<file path="src/rtl/retire_trace_buffer.sv">
// Retirement trace buffer: captures each instruction retired in WB once,
// queues it in a FIFO for an external trace consumer and stops capturing
// after the end-of-test syscall. Once that syscall has drained, done is raised.
module retire_trace_buffer #(
   parameter int unsigned DEPTH     = 8,
   parameter logic [31:0] EXIT_CODE = 32'h0000_000A
) (
   input  logic          clk,
   input  logic          reset,
   input  logic          wb_valid,
   input  logic [31:0]   wb_pc,
   input  logic [31:0]   wb_instr,
   input  logic          wb_reg_write,
   input  logic [4:0]    wb_dest,
   input  logic [31:0]   wb_data,
   input  logic [31:0]   reg_v0,
   output logic          trace_valid,
   input  logic          trace_ready,
   output logic [101:0]  trace_data,
   output logic [31:0]   retire_count,
   output logic [7:0]    drop_count,
   output logic          overflow,
   output logic          done
);

   localparam int unsigned AW = $clog2(DEPTH);
   localparam int unsigned EW = 102;

   typedef enum logic [1:0] {S_RUN, S_DRAIN, S_DONE} state_t;

   state_t          state_q;
   logic            done_q;

   logic [AW:0]     wr_ptr_q, wr_ptr_d;
   logic [AW:0]     rd_ptr_q, rd_ptr_d;
   logic [EW-1:0]   mem_q [DEPTH];

   logic            armed_q;
   logic            hist_vld_q, hist_vld_d;
   logic [31:0]     hist_pc_q, hist_pc_d;
   logic [31:0]     hist_instr_q, hist_instr_d;

   logic [31:0]     retire_q, retire_d;
   logic [7:0]      drop_q, drop_d;
   logic            ovf_q, ovf_d;

   logic            empty, full, pop, push, drop, dup, capture, exit_hit;
   logic [EW-1:0]   entry;

   assign empty    = (wr_ptr_q == rd_ptr_q);
   assign full     = (wr_ptr_q[AW] != rd_ptr_q[AW]) &&
                     (wr_ptr_q[AW-1:0] == rd_ptr_q[AW-1:0]);
   assign pop      = !empty && trace_ready;
   assign dup      = hist_vld_q && (wb_pc == hist_pc_q) && (wb_instr == hist_instr_q);
   assign capture  = armed_q && wb_valid && (wb_instr != '0) && !dup && (state_q == S_RUN);
   assign push     = capture && (!full || pop);
   assign drop     = capture && full && !pop;
   assign exit_hit = capture && (wb_instr == 32'h0000_000C) && (reg_v0 == EXIT_CODE);
   assign entry    = {wb_pc, wb_instr, wb_reg_write & (wb_dest != 5'd0), wb_dest, wb_data};

   assign trace_valid  = !empty;
   assign trace_data   = mem_q[rd_ptr_q[AW-1:0]];
   assign retire_count = retire_q;
   assign drop_count   = drop_q;
   assign overflow     = ovf_q;
   assign done         = done_q;

   // Next-state for pointers, duplicate history and statistics counters.
   always_comb begin
      wr_ptr_d     = wr_ptr_q + {{AW{1'b0}}, push};
      rd_ptr_d     = rd_ptr_q + {{AW{1'b0}}, pop};
      // History stays live for as long as WB keeps presenting the same
      // instruction, so a stall of any length retires exactly once.
      hist_vld_d   = capture || (dup && wb_valid);
      hist_pc_d    = capture ? wb_pc    : hist_pc_q;
      hist_instr_d = capture ? wb_instr : hist_instr_q;
      retire_d     = retire_q + {31'd0, capture};
      drop_d       = (drop && (drop_q != 8'hFF)) ? drop_q + 8'd1 : drop_q;
      ovf_d        = ovf_q || drop;
   end

   // Pointer, history and counter registers.
   always_ff @(posedge clk or negedge reset) begin
      if (!reset) begin
         wr_ptr_q     <= '0;
         rd_ptr_q     <= '0;
         armed_q      <= 1'b0;
         hist_vld_q   <= 1'b0;
         hist_pc_q    <= '0;
         hist_instr_q <= '0;
         retire_q     <= '0;
         drop_q       <= '0;
         ovf_q        <= 1'b0;
      end else begin
         wr_ptr_q     <= wr_ptr_d;
         rd_ptr_q     <= rd_ptr_d;
         armed_q      <= 1'b1;
         hist_vld_q   <= hist_vld_d;
         hist_pc_q    <= hist_pc_d;
         hist_instr_q <= hist_instr_d;
         retire_q     <= retire_d;
         drop_q       <= drop_d;
         ovf_q        <= ovf_d;
      end
   end

   // FIFO storage; contents are abandoned on reset via the pointers.
   always_ff @(posedge clk) begin
      if (push) begin
         mem_q[wr_ptr_q[AW-1:0]] <= entry;
      end
   end

   // Run/drain/done sequencing with registered done flag.
   always_ff @(posedge clk or negedge reset) begin
      if (!reset) begin
         state_q <= S_RUN;
         done_q  <= 1'b0;
      end else begin
         unique case (state_q)
            S_RUN: begin
               if (exit_hit) begin
                  state_q <= S_DRAIN;
               end
            end
            S_DRAIN: begin
               if (empty) begin
                  state_q <= S_DONE;
                  done_q  <= 1'b1;
               end
            end
            S_DONE: begin
               state_q <= S_DONE;
               done_q  <= 1'b1;
            end
            default: begin
               state_q <= S_RUN;
               done_q  <= 1'b0;
            end
         endcase
      end
   end

endmodule

</file>
<file path="config.mk">
export PLATFORM = sky130hd
export DESIGN_NAME = retire_trace_buffer
export DESIGN_NICKNAME = d
export VERILOG_FILES = /design/src/rtl/retire_trace_buffer.sv
export SDC_FILE = /design/constraint.sdc
export NUM_CORES = 1
export LEC_CHECK = 0
export BUFFER_PORTS_ARGS = -buffer_cell sky130_fd_sc_hd__buf_2
export CAP_MARGIN = 25
export CORE_MARGIN = 2
export CORE_UTILIZATION = 60
export CTS_BUF_LIST = sky130_fd_sc_hd__clkbuf_4
export DETAILED_ROUTE_END_ITERATION = 12
export GPL_TIMING_DRIVEN = 1
export HOLD_SLACK_MARGIN = 0.06
export PLACE_DENSITY = 0.8
export SYNTH_ARGS = -nofsm -noshare
export SYNTH_HDL_FRONTEND = slang
export SYNTH_SLANG_ARGS = --single-unit
</file>
<file path="constraint.sdc">
create_clock -name clk -period 22.4 [get_ports clk]
set_input_delay 2.24 -clock clk [delete_from_list [all_inputs] [get_ports clk]]
set_output_delay 2.24 -clock clk [all_outputs]
set_load 0.05 [all_outputs]
</file>
==> results.py, run 1 <==
metrics = {
    "outcome": {
        "outcome": "completed",
    },
    "critical_path": {
        "r2r_cells": 8,
        "worstReg2RegEnd": "mem_q[1][80]",
        "critPathSlowestCell": "dfrtp_4",
        "crit_start": "rd_ptr_q[1]",
        "reg2reg_setup_slack_ps": 17950,
        "cp_common_cell": "buf_4",
        "cp-end-kind": "output port",
        "crit_fanout": 63,
        "path_delay_family": "buffers and inverters",
        "critical_path.max_stage_delay_ps": 890,
        "path_buf_inv": 3,
        "r2r_start": "state_q[0]",
        "crit_cells": 5,
        "cp_cell_sequence": "buf_4 > buf_4 > mux4_2 > mux2_2 > buf_2",
        "worst_setup_path_start_kind": "flop",
        "crit_type": "flop to output port",
        "cp.arrival_ps": 4490,
        "cp-endpoint": "trace_data[89]",
        "required_ps": 20160,
    },
    "final_layout": {
        "layout_commonest_cell": "edfxtp_1",
        "syn2layout_area_growth_pct": 15.0,
        "fillers": 3820,
        "drive_above_1_share_pct": 45.2,
        "fin_cells": 3122,
        "regArea_um2": 27500,
        "final_cell_mix": "816 x edfxtp_1, 331 x clkbuf_4, 281 x buf_2",
        "nNetsFinal": 2287,
        "multi_input_area_um2": 8550,
    },
    "route": {
        "vias_per_cell": 5.91,
        "ant_nets": 0,
        "via_count": 18446,
        "avgRoutedWirePerCell_um": 24.6,
        "drt_iter0_drc": 1424,
        "wl_um": 76900,
        "drc": 0,
        "dr.pass1.iters": 7,
    },
    "power_and_ir_drop": {
        "sw_frac_of_total_pct": 35.5,
        "total_leakage_power_nw": 14.7,
        "p_total_mw": 5.34,
        "seq_power_share_pct": 40.1,
        "ir_drop_uv": 101,
        "p_comb_share_pct": 33.9,
        "p_sw_mw": 1.90,
        "clkPwrFrac_pct": 26.0,
        "p_per_area_nw_per_um2": 128,
        "p_int_mw": 3.44,
    },
    "cts": {
        "numClockSinks": 934,
        "path_clk_slew_ps": 70,
        "cts_tree": "yes",
        "postCtsResizedCells": 0,
        "cts_max_level": 4,
        "post-cts-setup-buffers": 0,
        "postCtsHoldBufs": 0,
        "insertion_delay_ps": 1070,
        "cts_root_buffer": "clkbuf_4",
        "cts_made_buffers": 224,
        "cts_buffer_depth": 3,
    },
    "floorplanning": {
        "die_w_um": 250,
        "die_area_um2": 62600,
        "rows": 90,
        "die_h_um": 250,
        "initial_core_util_pct": 60.5,
        "core_area_um2": 60100,
        "ios": 283,
    },
    "global_routing": {
        "grt_util_all_layers_pct": 25.1,
        "grt_pass1_wl_um": 115000,
        "overflow": 0,
        "use_met1_pct": 33.7,
        "grtUsageMet3_pct": 7.49,
        "grt_pass1_vias": 19343,
        "grt_start_max_net_pins": 111,
        "grt_busiest_layer": "met2",
        "antenna_found_initial": 12,
        "grt_use_met2_pct": 39.7,
    },
    "min_path": {
        "hold_class": "flop to flop",
        "hold_depth": 1,
    },
    "place": {
        "io_buffer_count": 282,
        "dp_cells": 2693,
        "dp_hpwl_um": 44500,
        "dpl_worst_slack_ps": 15980,
        "place.gp.congestion": 0.883,
    },
    "yosys": {
        "yosysSeqAreaShare_pct": 75.5,
        "synth_cells": 1668,
        "synth_top_area_cell": "edfxtp_1",
        "netlist_top_cells_area": "edfxtp_1 67%, mux4_2 13%, dfrtp_1 8.1%",
        "synth_edf_count": 816,
        "synthFlopType": "edfxtp_1",
        "syn-cell-area_um2": 36400,
        "synth_warnings": 0,
        "syn-num-nets": 1816,
        "yosysTopAreaCellShare_pct": 67.4,
        "netlist-cell-type-count": 45,
        "async_flop_share_pct": 12.6,
        "postSynthAreaPerCell_um2": 21.8,
        "ys_seq_elements": 934,
    },
    "job": {
        "maxCapViolCount": 0,
    },
    "timing": {
        "worst_slack_ps": 15670,
        "hold_violations": 0,
        "fin_worst_skew_ps": 75.2,
        "fmax_mhz": 149,
        "max-slew-margin-rel_pct": 31.1,
        "layout_min_cycle_time_ps": 6730,
        "rsz0062_at_grt": "false",
        "period_share_pct": 30.0,
        "final_max_slew_viol_count": 0,
        "setup_viol": 0,
        "worst_slew_pin_slew_ps": 1030,
        "fin_tns_setup_ps": 0,
    },
}
how the worst min path moves through the flow:
| stage | start | end | slack, ps |
|---|---|---|---|
| after floorplan | wr_ptr_q[3] | wr_ptr_q[3] | 470 |
| after global placement | overflow | overflow | 440 |
| after detailed placement | overflow | overflow | 460 |
| after CTS | overflow | overflow | 470 |
| after global routing | retire_count[31] | retire_count[31] | 500 |
| final | retire_count[31] | retire_count[31] | 470 |
power groups by stage:
| stage | Sequential (mW) | Clock (mW) | Combinational, mW |
|---|---|---|---|
| detailed placement | 2.21 | 0 | 1.79 |
| global placement | 2.20 | 0 | 1.77 |
| floorplan | 2.18 | 0 | 1.41 |
| finish | 2.14 | 1.39 | 1.81 |
| CTS | 2.17 | 1.42 | 1.80 |
| global route | 2.16 | 1.51 | 1.90 |
state kept, by name, summed over array words and instances, names as in the netlist:
signal	count
drop_count	8
overflow	1
wr_ptr_q	4
hist_vld_q	1
hist_instr_q	32
mem_q	816
armed_q	1
retire_count	32
hist_pc_q	32
done	1
state_q	2
rd_ptr_q	4
synth_stat cells (2+ instances only):
cell / number
and4_1: 2
nor4b_1: 2
or4_1: 4
o21ai_0: 7
mux2_2: 145
and3_1: 11
a22o_1: 2
and2_1: 5
mux4_2: 204
nand2b_1: 4
buf_8: 2
nand4_1: 27
a21o_1: 2
dfrtp_1: 118
xor2_1: 17
ha_1: 10
xnor2_1: 81
buf_6: 4
nand3_1: 23
edfxtp_1: 816
inv_1: 17
nor4_1: 19
o22ai_1: 3
clkbuf_1: 42
buf_1: 21
nor2_1: 8
nand2_1: 22
nor3_1: 12
mux2_4: 22
cell families (layout without fill, tap and decap cells):
family                     count (synthesis)  count (layout)  synth area share (%)
xor gates and xnor gates                  98              98                  2.36
AOI/OAI and AO/OA                         21              21                 0.396
muxes                                    371             371                  18.0
buffers and inverters                     89             752                  1.09
and+or+nand+nor                          144             144                  2.25
adders and majority gates                 10              10                 0.344
DFF                                      934             934                  75.5
other                                      1              10                0.0103
through the flow:
stage / hold slack [ps] / util (%) / instance area [µm²]
2_1_floorplan: 466 / - / 36400
3_3_place_gp: 443 / 64.4 / 38700
3_5_place_dp: 458 / 64.5 / 38800
4_1_cts: 473 / 69.4 / 41700
5_1_grt: 495 / 69.5 / 41800
6_report: 470 / 69.5 / 41800
cell type report:
type	instances	share of cell area, %
antenna	9	0.0539
clock buffer	331	5.94
clock inverter	87	1.17
inverter	18	0.174
multi-input combinational	645	20.5
sequential	934	65.7
tap	782	2.34
timing repair buffer	316	4.17
metal layers:
layer / wire length [µm] / vias up
li1: - / 7987
met1: 30700 / 9632
met2: 38500 / 709
met3: 6090 / 104
met4: 1510 / 14
met5: 84 / -
worst reg2reg max path, cell delays in order (launching register included):
cell     delay (ps)
dfrtp_1         400
inv_1           100
ha_1            210
nand3_1         230
a21oi_2         740
nand3_1         620
nor4_2          390
buf_4           510
buf_4           780
(Power assumes the default switching activity.)
==> run 2: changes to the inputs <==
CORE_UTILIZATION = 56   (was 60)
PLACE_DENSITY = 0.78   (was 0.8)
clock period = 6.15 ns   (was 22.4 ns; I/O delays follow)
==> run 2 against run 1 <==
Net effect:
- final cell count rose by 4.9%
- sequential cell count did not move
- largest cell class unchanged
- core utilization fell by 2.8 points
- wire length rose by 0.84%
- largest power group unchanged
- highest routed layer unchanged
- sequential share of layout area fell by 1.8 points
==> results.py, run 2 (synthesis results as in run 1) <==
metrics = {
    "place": {
        "dpl_worst_slack_ps": 1510,
        "place.gp.congestion": 0.828,
        "io_buffer_count": 282,
        "dp_hpwl_um": 43100,
        "dpl-instance-area_um2": 38900,
    },
    "timing": {
        "final_max_slew_viol_count": 0,
        "fin_worst_skew_ps": 55.0,
        "rsz0062_at_grt": "false",
        "period_share_pct": 75.0,
        "layout_min_cycle_time_ps": 4610,
        "max-slew-margin-rel_pct": 30.3,
        "worst_slack_ps": 1540,
        "hold_ws_ps": 253,
        "fmax_mhz": 217,
        "fin_tns_setup_ps": 0,
        "hold_violations": 0,
        "setup_viol": 0,
        "worst_slew_pin_slew_ps": 1050,
    },
    "floorplanning": {
        "rows": 93,
        "die_w_um": 259,
        "ios": 283,
        "initial_core_util_pct": 56.5,
        "die_h_um": 259,
        "die_area_um2": 67000,
        "core_area_um2": 64300,
    },
    "critical_path": {
        "cp.arrival_ps": 3990,
        "worst_setup_path_start_kind": "flop",
        "required_ps": 5530,
        "crit_type": "flop to output port",
        "crit_fanout": 70,
        "cp-end-kind": "output port",
    },
    "cts": {
        "path_clk_slew_ps": 70,
        "cts_buffer_depth": 3,
        "cts_made_buffers": 221,
        "cts_max_level": 4,
        "insertion_delay_ps": 1080,
        "cts_tree": "yes",
        "cts_root_buffer": "clkbuf_4",
        "postCtsResizedCells": 0,
        "numClockSinks": 934,
    },
    "final_layout": {
        "drive_above_1_share_pct": 43.3,
        "largest_reg_flops": 816,
        "syn2layout_area_growth_pct": 18.2,
        "final_area_um2": 43000,
        "layout_commonest_cell": "edfxtp_1",
        "final_cell_mix": "816 x edfxtp_1, 320 x clkbuf_4, 281 x buf_2",
        "nNetsFinal": 2378,
    },
    "power_and_ir_drop": {
        "total_leakage_power_nw": 15.1,
        "ir_drop_uv": 403,
        "p_per_area_nw_per_um2": 454,
    },
    "route": {
        "dr.pass1.iters": 6,
        "avgRoutedWirePerCell_um": 23.7,
        "ant_nets": 0,
        "wl_um": 77600,
        "via_count": 18789,
        "drt_iter0_drc": 1663,
        "vias_per_cell": 5.74,
        "drc": 0,
    },
    "global_routing": {
        "grt_util_all_layers_pct": 24.0,
        "overflow": 0,
        "grt_start_max_net_pins": 103,
        "grt_pass1_vias": 20038,
        "antenna_found_initial": 5,
        "grt_pass1_wl_um": 118000,
    },
    "min_path": {
        "hold_class": "input pin to flop",
    },
    "outcome": {
        "outcome": "completed",
    },
    "job": {
        "maxCapViolCount": 0,
    },
}
## run 2: path summary, 6_finish.rpt
check,startpoint,to,slack [ps],cells past startpoint
hold reg to reg,overflow,overflow,460,1
min in group asynchronous,reset,retire_count[26],470,3
setup / recovery,rd_ptr_q[1],trace_data[70],1540,5
hold / removal,reg_v0[14],state_q[0],250,5
setup reg to reg,hist_pc_q[23],retire_count[29],1960,13
max in group asynchronous,reset,rd_ptr_q[0],4420,5
## run 2: critical path, cell delays in order, from the launching register on
cell and delay (ps):
dfrtp_4 740, buf_16 300, buf_4 830, mux4_2 420, mux2_2 320, buf_2 220
## run 2: layout make-up
cell class                      instances  area (µm²)
Antenna cell                            8        20.0
Clock buffer                          320        2400
Clock inverter                         85         503
Fill cell                            4145       21400
Inverter                               18        72.6
Multi-Input combinational cell        645        8610
Sequential cell                       934       27500
Tap cell                              855        1070
Timing Repair Buffer                  410        2810
## run 2: metal layers
metal  part of all wire [%]  global-route usage, %  wire, µm  vias to the layer above
met5                  0.031                      0        24                        -
met2                     52                   39.6     40000                      766
met1                     38                   31.3     29800                     9732
li1                       -                      -         -                     8169
met3                    7.9                   6.03      6120                      118
met4                    2.0                   8.56      1590                        4
## run 2: report_power, final
part	total [mW]	switching, mW	internal (mW)	leakage [nW]
combinational	6.69	4.22	2.47	4.52
clock	4.99	2.41	2.58	1.72
sequential	7.81	0.353	7.46	8.84
## run 2: what timing repair did
item,4_1_cts,5_1_grt
buffers inserted,0,0
hold buffers,105,1
hold endpoints to repair,963,6
## run 2: through the flow
step                power [mW]  util (%)  std cells
detailed placement        14.7      60.5       2754
global placement          14.5      60.4       2753
global route              20.4      66.8       3274
finish                    19.5      66.8       3275
CTS                       19.7      66.6       3264
floorplan                 13.0         -       1668
